`config.mk`:
```
export PLATFORM = sky130hd
export DESIGN_NAME = mc_controller
export DESIGN_NICKNAME = d
export VERILOG_FILES = /design/src/rtl/mc_controller.sv
export SDC_FILE = /design/constraint.sdc
export NUM_CORES = 1
export LEC_CHECK = 0
export CAP_MARGIN = 20
export CORE_ASPECT_RATIO = 1.2
export CORE_MARGIN = 2
export CORE_UTILIZATION = 38
export CTS_CLUSTER_SIZE = 30
export DETAILED_ROUTE_END_ITERATION = 7
export PLACE_DENSITY = 0.79
export SYNTH_ARGS = -nofsm -noshare
export SYNTH_HDL_FRONTEND = slang
export SYNTH_SLANG_ARGS = --single-unit
```
`constraint.sdc`:
```
create_clock -name clk -period 2.2 [get_ports clk]
set_clock_uncertainty 0.2 [all_clocks]
set_input_delay 0.66 -clock clk [delete_from_list [all_inputs] [get_ports clk]]
set_output_delay 0.66 -clock clk [all_outputs]
set_load 0.02 [all_outputs]
```
`src/rtl/mc_controller.sv`:
```
// Multicycle control FSM for the ARM-subset datapath with UMULL/SMULL support.
// Moore outputs come from the state register and the latched instruction only.
module mc_controller (
  input  logic        clk,
  input  logic        reset,
  input  logic [31:0] Instr,
  input  logic [3:0]  ALUFlags,
  output logic        PCWrite,
  output logic        IRWrite,
  output logic        RegWrite,
  output logic        RegWriteHi,
  output logic        MemWrite,
  output logic        AdrSrc,
  output logic        ALUSrcA,
  output logic [1:0]  RegSrc,
  output logic [1:0]  ALUSrcB,
  output logic [1:0]  ResultSrc,
  output logic [1:0]  ImmSrc,
  output logic [2:0]  ALUControl,
  output logic [3:0]  State
);

  typedef enum logic [3:0] {
    FETCH    = 4'd0,  DECODE   = 4'd1,  MEMADR = 4'd2,  MEMRD = 4'd3,
    MEMWB    = 4'd4,  MEMWR    = 4'd5,  EXECUTER = 4'd6, EXECUTEI = 4'd7,
    ALUWB    = 4'd8,  BRANCH   = 4'd9,  MULEX  = 4'd10, MULWB = 4'd11
  } state_e;

  state_e      state_q, state_d;
  logic [3:0]  flags_q, flags_d;

  logic [1:0]  op;
  logic [3:0]  cond, cmd, rd;
  logic        s_bit, is_mul, is_long, is_signed, is_cmp, dp_valid, is_nop;
  logic        cond_ex, n_f, z_f, c_f, v_f;
  logic [2:0]  dp_alu;
  logic        pcw, irw, rw, rwh, mw;

  assign op        = Instr[27:26];
  assign cond      = Instr[31:28];
  assign cmd       = Instr[24:21];
  assign rd        = Instr[15:12];
  assign s_bit     = Instr[20];
  assign is_mul    = (Instr[27:24] == 4'b0000) && (Instr[7:4] == 4'b1001);
  assign is_long   = Instr[23];
  assign is_signed = Instr[22];
  assign is_cmp    = (cmd == 4'b1010);
  assign dp_valid  = (cmd == 4'b0000) || (cmd == 4'b0010) || (cmd == 4'b0100) ||
                     (cmd == 4'b1100) || is_cmp;
  assign is_nop    = (op == 2'b11) || ((op == 2'b00) && !is_mul && !dp_valid);

  // Register fields are consumed by the datapath, not here.
  logic unused_instr;
  assign unused_instr = ^{Instr[19:16], Instr[11:8], Instr[3:0]};

  assign {n_f, z_f, c_f, v_f} = flags_q;

  always_comb begin
    case (cond)
      4'b0000: cond_ex = z_f;
      4'b0001: cond_ex = !z_f;
      4'b0010: cond_ex = c_f;
      4'b0011: cond_ex = !c_f;
      4'b0100: cond_ex = n_f;
      4'b0101: cond_ex = !n_f;
      4'b0110: cond_ex = v_f;
      4'b0111: cond_ex = !v_f;
      4'b1000: cond_ex = c_f && !z_f;
      4'b1001: cond_ex = !c_f || z_f;
      4'b1010: cond_ex = (n_f == v_f);
      4'b1011: cond_ex = (n_f != v_f);
      4'b1100: cond_ex = !z_f && (n_f == v_f);
      4'b1101: cond_ex = z_f || (n_f != v_f);
      4'b1110: cond_ex = 1'b1;
      default: cond_ex = 1'b0;
    endcase
  end

  always_comb begin
    case (cmd)
      4'b0000:          dp_alu = 3'b010;
      4'b0010, 4'b1010: dp_alu = 3'b001;
      4'b1100:          dp_alu = 3'b011;
      default:          dp_alu = 3'b000;
    endcase
  end

  always_ff @(posedge clk or negedge reset) begin
    if (!reset) begin
      state_q <= FETCH;
      flags_q <= 4'b0000;
    end else begin
      state_q <= state_d;
      flags_q <= flags_d;
    end
  end

  always_comb begin
    state_d    = FETCH;
    flags_d    = flags_q;
    pcw        = 1'b0;
    irw        = 1'b0;
    rw         = 1'b0;
    rwh        = 1'b0;
    mw         = 1'b0;
    AdrSrc     = 1'b0;
    ALUSrcA    = 1'b0;
    ALUSrcB    = 2'b00;
    ResultSrc  = 2'b00;
    ALUControl = 3'b000;
    case (state_q)
      FETCH: begin
        irw = 1'b1; pcw = 1'b1;
        ALUSrcA = 1'b1; ALUSrcB = 2'b10; ResultSrc = 2'b10;
        state_d = DECODE;
      end
      DECODE: begin
        // PC+4 already latched, so the ALU path here presents R15 as PC+8.
        ALUSrcA = 1'b1; ALUSrcB = 2'b10; ResultSrc = 2'b10;
        if (!cond_ex || is_nop) state_d = FETCH;
        else if (is_mul)        state_d = MULEX;
        else if (op == 2'b01)   state_d = MEMADR;
        else if (op == 2'b10)   state_d = BRANCH;
        else if (Instr[25])     state_d = EXECUTEI;
        else                    state_d = EXECUTER;
      end
      MEMADR: begin
        ALUSrcB = 2'b01;
        ALUControl = Instr[23] ? 3'b000 : 3'b001;
        state_d = s_bit ? MEMRD : MEMWR;
      end
      MEMRD: begin
        AdrSrc = 1'b1;
        state_d = MEMWB;
      end
      MEMWB: begin
        ResultSrc = 2'b01; rw = 1'b1;
        pcw = (rd == 4'd15);
      end
      MEMWR: begin
        AdrSrc = 1'b1; mw = 1'b1;
      end
      EXECUTER, EXECUTEI: begin
        ALUSrcB = (state_q == EXECUTEI) ? 2'b01 : 2'b00;
        ALUControl = dp_alu;
        if (s_bit || is_cmp) flags_d = ALUFlags;
        state_d = ALUWB;
      end
      ALUWB: begin
        rw  = !is_cmp;
        pcw = !is_cmp && (rd == 4'd15);
      end
      BRANCH: begin
        ALUSrcB = 2'b01; ResultSrc = 2'b10; pcw = 1'b1;
      end
      MULEX: begin
        ALUControl = !is_long ? 3'b100 : (is_signed ? 3'b110 : 3'b101);
        // Multiplies leave C and V alone.
        if (s_bit) flags_d[3:2] = ALUFlags[3:2];
        state_d = MULWB;
      end
      MULWB: begin
        rw = 1'b1; rwh = is_long;
      end
      default: state_d = FETCH;
    endcase
  end

  assign PCWrite    = pcw & reset;
  assign IRWrite    = irw & reset;
  assign RegWrite   = rw  & reset;
  assign RegWriteHi = rwh & reset;
  assign MemWrite   = mw  & reset;

  assign ImmSrc    = (op == 2'b11) ? 2'b00 : op;
  assign RegSrc[0] = (op == 2'b10);
  assign RegSrc[1] = (op == 2'b01) && !s_bit;
  assign State     = state_q;

endmodule

```
; After elaboration in Yosys (flattened, before gate mapping)
; Index checks and enable logic that the tools add are counted.
; Widths: inputs -> output; s select.
[classes]
n_shift = 0
reduce_logical = 41
div_mod_pow = 0
n_mux = 27
bitwise_logic = 5
magnitude_cmp = 0
eq_ne = 38
mul = 0
n_addsub = 0
[ops]
columns = operator, count
row1 = $eq 4x4->1 const B, 15
row2 = $eq 4x3->1 const B, 9
row3 = $pmux 4 s6, 1
row4 = $eq 4x2->1 const B, 5
row5 = $mux 4, 5
row6 = $logic_not 4->1, 4
row7 = $pmux 1 s15, 1
row8 = $reduce_or 2->1, 7
row9 = $pmux 2 s3, 2
row10 = $logic_not 1->1, 9
row11 = $logic_or 1x1->1, 9
row12 = $pmux 3 s3, 1
row13 = $eq 4x1->1 const B, 2
row14 = $mux 1, 8
row15 = $mux 2, 4
row16 = $pmux 2 s2, 2
row17 = $logic_and 1x1->1, 7
row18 = $and 1x1->1, 5
row19 = $eq 2x2->1 const B, 2
row20 = $ne 2x2->1 const B, 2
row21 = $mux 3, 1
row22 = $pmux 1 s3, 1
row23 = $reduce_and 3->1, 1
row24 = $reduce_or 3->1, 1
row25 = other kinds (7), 7
[totals]
mem_count = 0
out_inout_bits = 22
latchBits = 0
ram_bits = 0
inputBits = 38
romBits = 0
elab_cells = 114
regBits = 8

; Longest topological paths before layout
[depth]
word_depth = 11
depth_mapped = 6
mapped_depth_nobuf = 6

; Least setup slack after synthesis
; OpenSTA, ideal clock, no wires.
[synth_timing]
kind = input -> output
startpoint = input port Instr[21]
endpoint = output port PCWrite
n_path_buf = 0
arrival_ns = 1.618
path_stages = 4
required_time_ns = 1.340
slack_ns = -0.278
path_cell_list = and4bb_2 > nor3_1 > nor3_1 > a211oi_1
[synth_via]
elab_chain_cells = 5
[synth_lines]
columns = element, line_no
row1 = start: declaration, 6  ; input logic [31:0] Instr,
row2 = $eq 4x4->1, 47  ; assign is_cmp = (cmd == 4'b1010);
row3 = $logic_not 1->1, 151  ; pcw = !is_cmp && (rd == 4'd15);
row4 = $logic_and 1x1->1, 151
row5 = $pmux 1 s3, 111  ; case (state_q)
row6 = $and 1x1->1, 169  ; assign PCWrite = pcw & reset;
row7 = end: declaration, 8  ; output logic PCWrite,
; Every way passes these cells.

; Final worst setup path
[layout_timing]
startpoint = input port Instr[22]
endpoint = output port PCWrite
; The elaborated chain is that of the path after synthesis.

==> flow_summary.toml <==
[run_status]
status = "finished, violations left"
violations = "setup timing"

[detailed_routing]
drc = 0
via_per_inst = 5.55
finalWirelength_um = 3810
via_count = 1333
ant_nets = 0
drt_first_iter_violations = 50
wire_per_inst_um = 15.9
drt-pass1-iter-count = 4

[logic_synthesis]
syn-instance-count = 126
part_of_the_yosys_area_used_for_sequential_elements_pct = 19.7
synth_enable_flop_cells = 0
post_synth.cell_area_avg_sq_um = 8.07
synth.distinct_cells = 49
mappedNetlistArea_sq_um = 1020
syn-num-nets = 169
synth-seq-cells = 8
async_reset_ff_share_pct = 100
ys_warn_count = 0
synthFlopType = "sky130_fd_sc_hd__dfrtp_1"

[timing]
max_freq_ghz = 0.401
slew_viol_final = 0
whs_ns = 0.256
fin_crit_sh_pct = 113
rsz0062_at_grt = "true"
fin_tns_setup_ns = -1.26
timing.final.setup_violations = 7
finalHoldViolCount = 0
finalWorstPathRequiredPeriod_ns = 2.49
tightest_slew_ns = 0.442
worst_slack_ns = -0.294
slew_headroom_pct = 70.4

[worst_setup_path]
critPathKind = "in2out"
critical_path_arrival_ns = 1.63
setup.worst_path.start_class = "input pin"
crit_path_max_incr_delay_ns = 0.24
critPathSlowestCell = "sky130_fd_sc_hd__and4bb_2"
end_kind = "output pin"
critical_path.n_buffers_inverters = 2
required_ns = 1.34
path_common_cell = "sky130_fd_sc_hd__nor3_2"
timing.critical_path.cells = "buf_8, and4bb_2, nor3_2, nor3_2, a211oi_2, buf_4"
worst_path_dominant_cell_family = "simple AND/OR/NAND/NOR gates"
crit_path_max_fanout = 3

[placed_design]
weighted_congestion_reported_at_the_end_of_routability_driven_placement = 0.801
port_buffers = 47
dpl_worst_slack_ns = -1.04
detailed_place_hpwl_um = 2510
place_area_sq_um = 1780

[final_layout]
final_area_sq_um = 1980
mostFrequentLayoutCell = "sky130_fd_sc_hd__buf_4"
filler_cell_count = 184
share_of_final_layout_standard_cells_stronger_than_drive_strength_1_pct = 53.6
layout.nets = 252
antenna_cells_inserted = 0
synthToLayoutAreaGrowth_pct = 94.3
mostFrequentLayoutCells = "sky130_fd_sc_hd__buf_4 (41), sky130_fd_sc_hd__buf_6 (16), sky130_fd_sc_hd__clkdlybuf4s50_1 (9), sky130_fd_sc_hd__nor2_1 (8), sky130_fd_sc_hd__buf_2 (8)"

[die]
fp.dieW_um = 51.2
rows = 20
total_die_area_sq_um = 3110
num_io_pins = 60
fp.dieH_um = 60.7
fp.coreArea_sq_um = 2550
initial_core_util_pct = 39.9

[worst_hold_path]
hold_class = "in2async"

[power]
power.ir.vdd_worst_mv = 0.487
cell_internal_pwr_w = 0.000860
seq_power_share_pct = 18.4
leakage_component_of_the_power_nw = 0.897
power_switching_w = 0.000759
power-per-cell-area_nw_per_um2 = 819
clkPwrFrac_pct = 6.7
overall_power_w = 0.00162
comb_power_share_pct = 74.9
power.switching_fraction_pct = 46.9

[cts]
cts_num_sinks = 8
clkTransAtPathRegs_ns = 0.05
tritoncts = "built"
cts_inserted_buffers = 3
cts-root-to-sink-buffers = 2
clock_tree.htree_level_count = 1
clock_tree.root_cell = "sky130_fd_sc_hd__clkbuf_4"
cts-hold-fix-buffers = 0
clock_insertion_delay_worst_skew_ns = 0.25

[run]
drv_cap = 0

[global_route]
antenna_violations_before_repair = 0
grt.overflow.total = 0
grt_start_max_net_pins = 13
globalRouteTotalUtil_pct = 24.1
grt_pass1_wl_um = 5720
grt_pass1_vias = 1262
power groups by stage:
stage,combinational [W],clock (W),sequential (W)
2_1_floorplan,0.000577,0,0.000303
3_3_place_gp,0.00108,0,0.000277
5_1_grt,0.00129,0.000123,0.000309
6_report,0.00121,0.000108,0.000298
3_5_place_dp,0.00109,0,0.000284
4_1_cts,0.00113,0.000110,0.000295
logic make-up (layout without fill, tap and decap cells):
| kind of cell | count (synthesis) | in the layout | synth area share [%] |
|---|---|---|---|
| simple gates | 56 | 56 | 33.3 |
| compound gates | 35 | 35 | 26.6 |
| buf+inv | 14 | 95 | 6.15 |
| flops | 8 | 8 | 19.7 |
| mux | 6 | 6 | 6.40 |
| fa+ha+maj | 5 | 5 | 6.15 |
| xor+xnor | 2 | 2 | 1.72 |
worst register-to-register path, delay by kind of cell, from the launching register on:
kind / cells / cell delay [ns]
AO/OA/AOI/OAI: 3 / 0.82
flip-flops: 1 / 0.43
AND/OR/NAND/NOR: 2 / 0.37
area by class of cell:
| cell class | count | area, sq um | area share [%] |
|---|---|---|---|
| Inverter | 6 | 22.5 | 1.14 |
| Multi-Input combinational cell | 104 | 951 | 48.1 |
| Sequential cell | 8 | 201 | 10.2 |
| Clock buffer | 3 | 22.5 | 1.14 |
| Timing Repair Buffer | 86 | 738 | 37.3 |
| Tap cell | 33 | 41.3 | 2.09 |
metal layers:
| metal | vias up | global-route usage [%] | routed length, um |
|---|---|---|---|
| li1 | 634 | - | - |
| met4 | 0 | 4.51 | 71 |
| met5 | - | 0 | 0 |
| met3 | 8 | 0.739 | 182 |
| met2 | 58 | 46.4 | 2030 |
| met1 | 633 | 30.6 | 1520 |
path summary, 6_finish.rpt:
| path | startpoint | to | slack, ns | cells after the start |
|---|---|---|---|---|
| setup / recovery | Instr[22] | PCWrite | -0.29 | 6 |
| hold / removal | reset | flags_q[2] | 0.26 | 2 |
| setup reg to reg | flags_q[0] | State[1] | 0.23 | 5 |
| hold reg to reg | flags_q[2] | flags_q[2] | 0.39 | 1 |
| max in group asynchronous | reset | State[1] | 1.41 | 2 |
| min in group clk | flags_q[2] | flags_q[2] | 0.39 | 1 |
timing repair:
item                                    CTS  global route
setup buffers                             3             6
gates resized for setup                 182            16
cloned                                    0             0
endpoints found under the setup margin   30            18
pin swaps                                18            13
state kept, by name, summed over array words and instances, names as in the netlist:
name / flops
flags_q: 4
State: 4
metrics by stage:
step                utilization (%)  instances
finish                         77.5        240
global route                   77.5        240
CTS                            74.4        237
detailed placement             69.9        231
global placement               69.9        231
floorplan                         -        126
cell usage after synthesis (2+ instances only):
cell	count	share of area [%]
sky130_fd_sc_hd__mux2i_1	2	2.0
sky130_fd_sc_hd__a211oi_1	2	1.5
sky130_fd_sc_hd__and2_1	2	1.2
sky130_fd_sc_hd__nor3_1	10	4.9
sky130_fd_sc_hd__nor3b_1	2	1.5
sky130_fd_sc_hd__buf_4	2	1.5
sky130_fd_sc_hd__ha_1	5	6.2
sky130_fd_sc_hd__nand2b_1	7	4.3
sky130_fd_sc_hd__clkbuf_1	4	1.5
sky130_fd_sc_hd__inv_1	6	2.2
sky130_fd_sc_hd__nor2_1	10	3.7
sky130_fd_sc_hd__mux2_1	2	2.2
sky130_fd_sc_hd__o21ai_0	6	3.0
sky130_fd_sc_hd__dfrtp_1	8	20
sky130_fd_sc_hd__and4bb_1	2	2.5
sky130_fd_sc_hd__nor2b_1	4	2.5
sky130_fd_sc_hd__o21ai_1	2	0.98
sky130_fd_sc_hd__nand3_1	2	0.98
sky130_fd_sc_hd__mux2_2	2	2.2
sky130_fd_sc_hd__nand2_1	6	2.2
sky130_fd_sc_hd__a21oi_1	5	2.5
sky130_fd_sc_hd__a21o_1	2	1.5
sky130_fd_sc_hd__buf_2	2	0.98
sky130_fd_sc_hd__o32ai_1	3	2.6
sky130_fd_sc_hd__o22ai_1	3	1.8
sky130_fd_sc_hd__a22o_1	2	1.7
(Power assumes the default switching activity.)
==> patch 1 (same flow settings) <==
Make the reset (`reset`) synchronous in one clocked block.
--- a/src/rtl/mc_controller.sv
+++ b/src/rtl/mc_controller.sv
@@ -85,7 +85,7 @@
     endcase
   end
 
-  always_ff @(posedge clk or negedge reset) begin
+  always_ff @(posedge clk) begin
     if (!reset) begin
       state_q <= FETCH;
       flags_q <= 4'b0000;
Behaviour: differs if reset is asserted again (counterexample within 4 cycles, from zero or initial values and one cycle with reset low); with reset held inactive, the same outputs for 10 cycles.
==> patch 1 against the unedited design <==
  * The flow still finishes with violations (setup timing)
  * Critical path type unchanged
  * Final area grew 5.8%
  * Sequential cell count is the same
  * Synthesized area fell by 4.6%
  * Wire length up 25%
  * Sequential share of layout area fell by 2.2 points
  * Worst setup slack worse by 140 ps
  * Largest cell class unchanged
  * Hold slack gained 110 ps
  * Highest routed layer unchanged
  * Synthesized cell count up 7.9%
Power is not compared: it rests on default switching activity, and its combinational part moved more than twofold at a synthesized area within 25%.
==> patch 1: results (changes against the unedited design) <==
Status
  – Status: finished, violations left
  – Violated checks: setup timing

Detailed routing
  – Met1 Routed Length: 1710 um (+13%)
  – WL final: 4770 um (+25%)
  – Metal2 WL: 2630 um (+29%)
  – Iteration-0 DRC Markers: 47 (-6.0%)
  – WL met3: 248 um (+36%)

Worst hold path
  – Hold Crit Class: register to register

Worst setup path
  – Crit path DAT: 1780 ps (+150 ps)
  – R2R Setup Slk: -190 ps (-420 ps)
  – Crit-path slowest cell: nor4bb_4
  – Worst Setup EP: RegWrite
  – Worst path max stage delay: 370 ps (+130 ps)
  – Worst r2r dst: State[0]$_SDFF_PN0_
  – Reg2reg start: State[2]$_SDFF_PN0_
  – Cells on worst reg2reg path: 7 (+2)
  – CP Max Fanout: 2 (-1)

Placement
  – Placed Cells: 248 (+7.4%)
  – RD Place Congestion: 0.860 (+7.4%)

Synthesis
  – Most frequent cells after synthesis: nor2_1, nor3_1, o21ai_0
  – Register area share after synthesis: 0.165 (-0.0319)

STA
  – Final Worst Setup Slack: -437 ps (-143 ps)
  – Rel. slew slack: 0.707 (+0.00238)
  – Final setup violation count: 9 (+2)
  – Setup TNS: -1810 ps (-549 ps)

Cells and area
  – Finished Layout Cells: 262 (+9.2%)
  – Final nets: 274 (+8.7%)

Global route
  – Largest net degree at the start of global routing: 14 (+1)
  – Grt met2 use: 0.504 (+0.0399)
==> patch 1: worst min path at each step <==
stage	startpoint	slack, ps	cells past startpoint	to
2_1_floorplan	flags_q[1]$_SDFFE_PN0P_	300	2	flags_q[1]$_SDFFE_PN0P_
3_5_place_dp	flags_q[2]$_SDFFE_PN0P_	350	2	flags_q[2]$_SDFFE_PN0P_
4_1_cts	flags_q[2]$_SDFFE_PN0P_	360	2	flags_q[2]$_SDFFE_PN0P_
3_3_place_gp	flags_q[2]$_SDFFE_PN0P_	340	2	flags_q[2]$_SDFFE_PN0P_
5_1_grt	flags_q[2]$_SDFFE_PN0P_	390	2	flags_q[2]$_SDFFE_PN0P_
6_report	flags_q[2]$_SDFFE_PN0P_	360	2	flags_q[2]$_SDFFE_PN0P_
==> patch 1: layout make-up <==
cell class	instances	area [sq um]	share of cell area
multi-input combinational	109	973	0.465
timing repair buffer	101	857	0.410
sequential	8	168	0.0801
tap	33	41.3	0.0197
inverter	8	30.0	0.0144
clock buffer	3	22.5	0.0108
==> patch 1: worst register-to-register path: stages, from the launching register on <==
cell,delay [ps]
dfxtp_2,350
buf_6,150
or3b_4,390
buf_6,120
or4_4,420
nand2b_4,160
or4_4,420
o21ai_2,120
==> patch 1: cells by family after synthesis <==
family	synth area share
flip-flops	0.165
AO/OA/AOI/OAI	0.222
XOR/XNOR	0.0451
AND/OR/NAND/NOR	0.360
multiplexers	0.0631
adder cells (fa/ha/maj)	0.0644
buffers and inverters	0.0812
==> patch 1: repair_timing <==
| action | in CTS | in global routing |
|---|---|---|
| pin swaps | 11 | 11 |
| endpoints found under the setup margin | 30 | 13 |
| endpoints found under the hold margin | 0 | 0 |
| gates resized for setup | 156 | 41 |
| buffers inserted | 3 | 8 |
==> patch 2 (same settings) <==
Made on the original files. Put a register stage on the outputs `PCWrite`, `IRWrite`, `RegWrite`, `RegWriteHi`, `MemWrite` and `ImmSrc`. The values now appear one clock later. The other outputs are not delayed to match.
--- a/src/rtl/mc_controller.sv
+++ b/src/rtl/mc_controller.sv
@@ -166,13 +166,15 @@
     endcase
   end
 
-  assign PCWrite    = pcw & reset;
-  assign IRWrite    = irw & reset;
-  assign RegWrite   = rw  & reset;
-  assign RegWriteHi = rwh & reset;
-  assign MemWrite   = mw  & reset;
 
-  assign ImmSrc    = (op == 2'b11) ? 2'b00 : op;
+  always_ff @(posedge clk) begin
+    PCWrite    <= pcw & reset;
+    IRWrite    <= irw & reset;
+    RegWrite   <= rw  & reset;
+    RegWriteHi <= rwh & reset;
+    MemWrite   <= mw  & reset;
+    ImmSrc     <= (op == 2'b11) ? 2'b00 : op;
+  end
   assign RegSrc[0] = (op == 2'b10);
   assign RegSrc[1] = (op == 2'b01) && !s_bit;
   assign State     = state_q;
Behaviour: not the same (a bounded check fails within 4 cycles, from zero or initial values and one cycle with reset low).
==> patch 2 against the unedited design <==
  * The run still ends with setup timing left
  * Sequential cell count rose by 7
  * Wire length rose by 21%
  * Synthesized area rose by 13%
  * First-iteration DRC count did not move
  * Synthesized cell count rose by 4.0%
  * Final area rose by 9.6%
  * Worst setup slack improved by 39 ps
  * Power rose by 11%
  * Cell count rose by 7.1%
  * Maximum frequency rose by 1.6%
==> patch 2: results (changes against the unedited design) <==
Status
  – Status: finished, violations left
  – Violated checks: setup timing

Clock tree
  – Clk slew on worst S/H paths: 90 ps (+40 ps)
  – Worst skew pair latency: 320 ps (+70 ps)

Synthesis
  – Async SR Flop Fraction: 0.533 (-0.467)
  – Most frequent cells after synthesis: nor2_1, nor3_1, dfrtp_1
  – Multiplexer share of the synthesized area: 0.0664 (+0.00249)
  – Synth Area in Adders: 0.0545 (-0.00703)
  – Compound-gate portion of the synthesized area: 0.197 (-0.0685)

Cells and area
  – Fraction of area in multi-input gates: 0.406 (-0.0755)
  – Seq_cells: 15 (+7)
  – Non-clock buffering overhead: 0.393 (+0.0194)
  – Share of post-route cells with drive strength above 1: 0.484 (-0.0519)
  – Fill cell count: 207 (+13%)
  – Clock-cell share of area: 0.0121 (+0.000739)
  – Seq area share: 0.158 (+0.0564)
  – Clock buf count: 4 (+1)

Global route
  – Met3 GRT Util: 0.0374 (+0.0300)
  – Met1 usage: 0.275 (-0.0303)

Die
  – Die ar.: 0.00348 sq mm (+12%)

Worst setup path
  – Top cell family by delay on the critical path: compound AO/OA/AOI/OAI gates
  – Kind of critical path: register to output port
  – Crit-path slowest cell: dfrtp_1
  – Reg2reg start: State[3]$_DFF_PN0_
  – Worst path max stage delay: 420 ps (+180 ps)

Placement
  – Placed Cells: 245 (+6.1%)
  – Post-DP HPWL: 2840 um (+13%)
  – Area of placed instances: 0.00193 sq mm (+8.4%)
  – Setup slack after placement: -930 ps (+114 ps)
  – RD Place Congestion: 0.888 (+11%)

Worst hold path
  – Hold Crit Class: register to register

Detailed routing
  – Via count: 1450 (+8.8%)
  – Met1 Routed Length: 1590 um (+4.5%)
  – Wirelength per Cell: 17.9 um (+13%)
  – WL met3: 273 um (+50%)
  – Post-DR vias/cell: 5.64 (+1.6%)

Pwr
  – Clk power: 0.182 mW (+69%)
  – PD cells: 830 mW/mm^2 (+1.3%)
  – Pint: 1.02 mW (+18%)
  – Max VDD drop: 0.585 mV (+20%)

STA
  – Final setup violation count: 9 (+2)
  – Final Worst Setup Slack: -255 ps (+39.4 ps)
patch 2: changes by cell type after synthesis, moves of 2 or more:
cell / before / now
mux2_2: 2 / 5
mux2_1: 2 / 0
buf_6: 0 / 2
and4b_2: 0 / 2
nand2_1: 6 / 3
o32ai_1: 3 / 1
dfxtp_1: 0 / 7
clkbuf_1: 4 / 1
and4bb_1: 2 / 0
nor2_1: 10 / 15
patch 2: worst paths after layout:
check | endpoint | slack [ps] | depth (start not counted)
worst max-delay path | ALUControl[1] | -250 | 6
worst min-delay path | flags_q[1]$_DFFE_PN0P_ | 400 | 1
worst max register to register | State[1]$_DFF_PN0_ | 120 | 8
worst min register to register | flags_q[1]$_DFFE_PN0P_ | 400 | 1
max in group asynchronous | State[2]$_DFF_PN0_ | 1110 | 2
min in group asynchronous | State[1]$_DFF_PN0_ | 520 | 2
patch 2: what timing repair did:
item | 4_1_cts | 5_1_grt
buffers inserted | 5 | 5
resized for setup | 114 | 22
gates cloned | 0 | 0
pin swaps | 11 | 7
setup endpoints to repair | 23 | 18
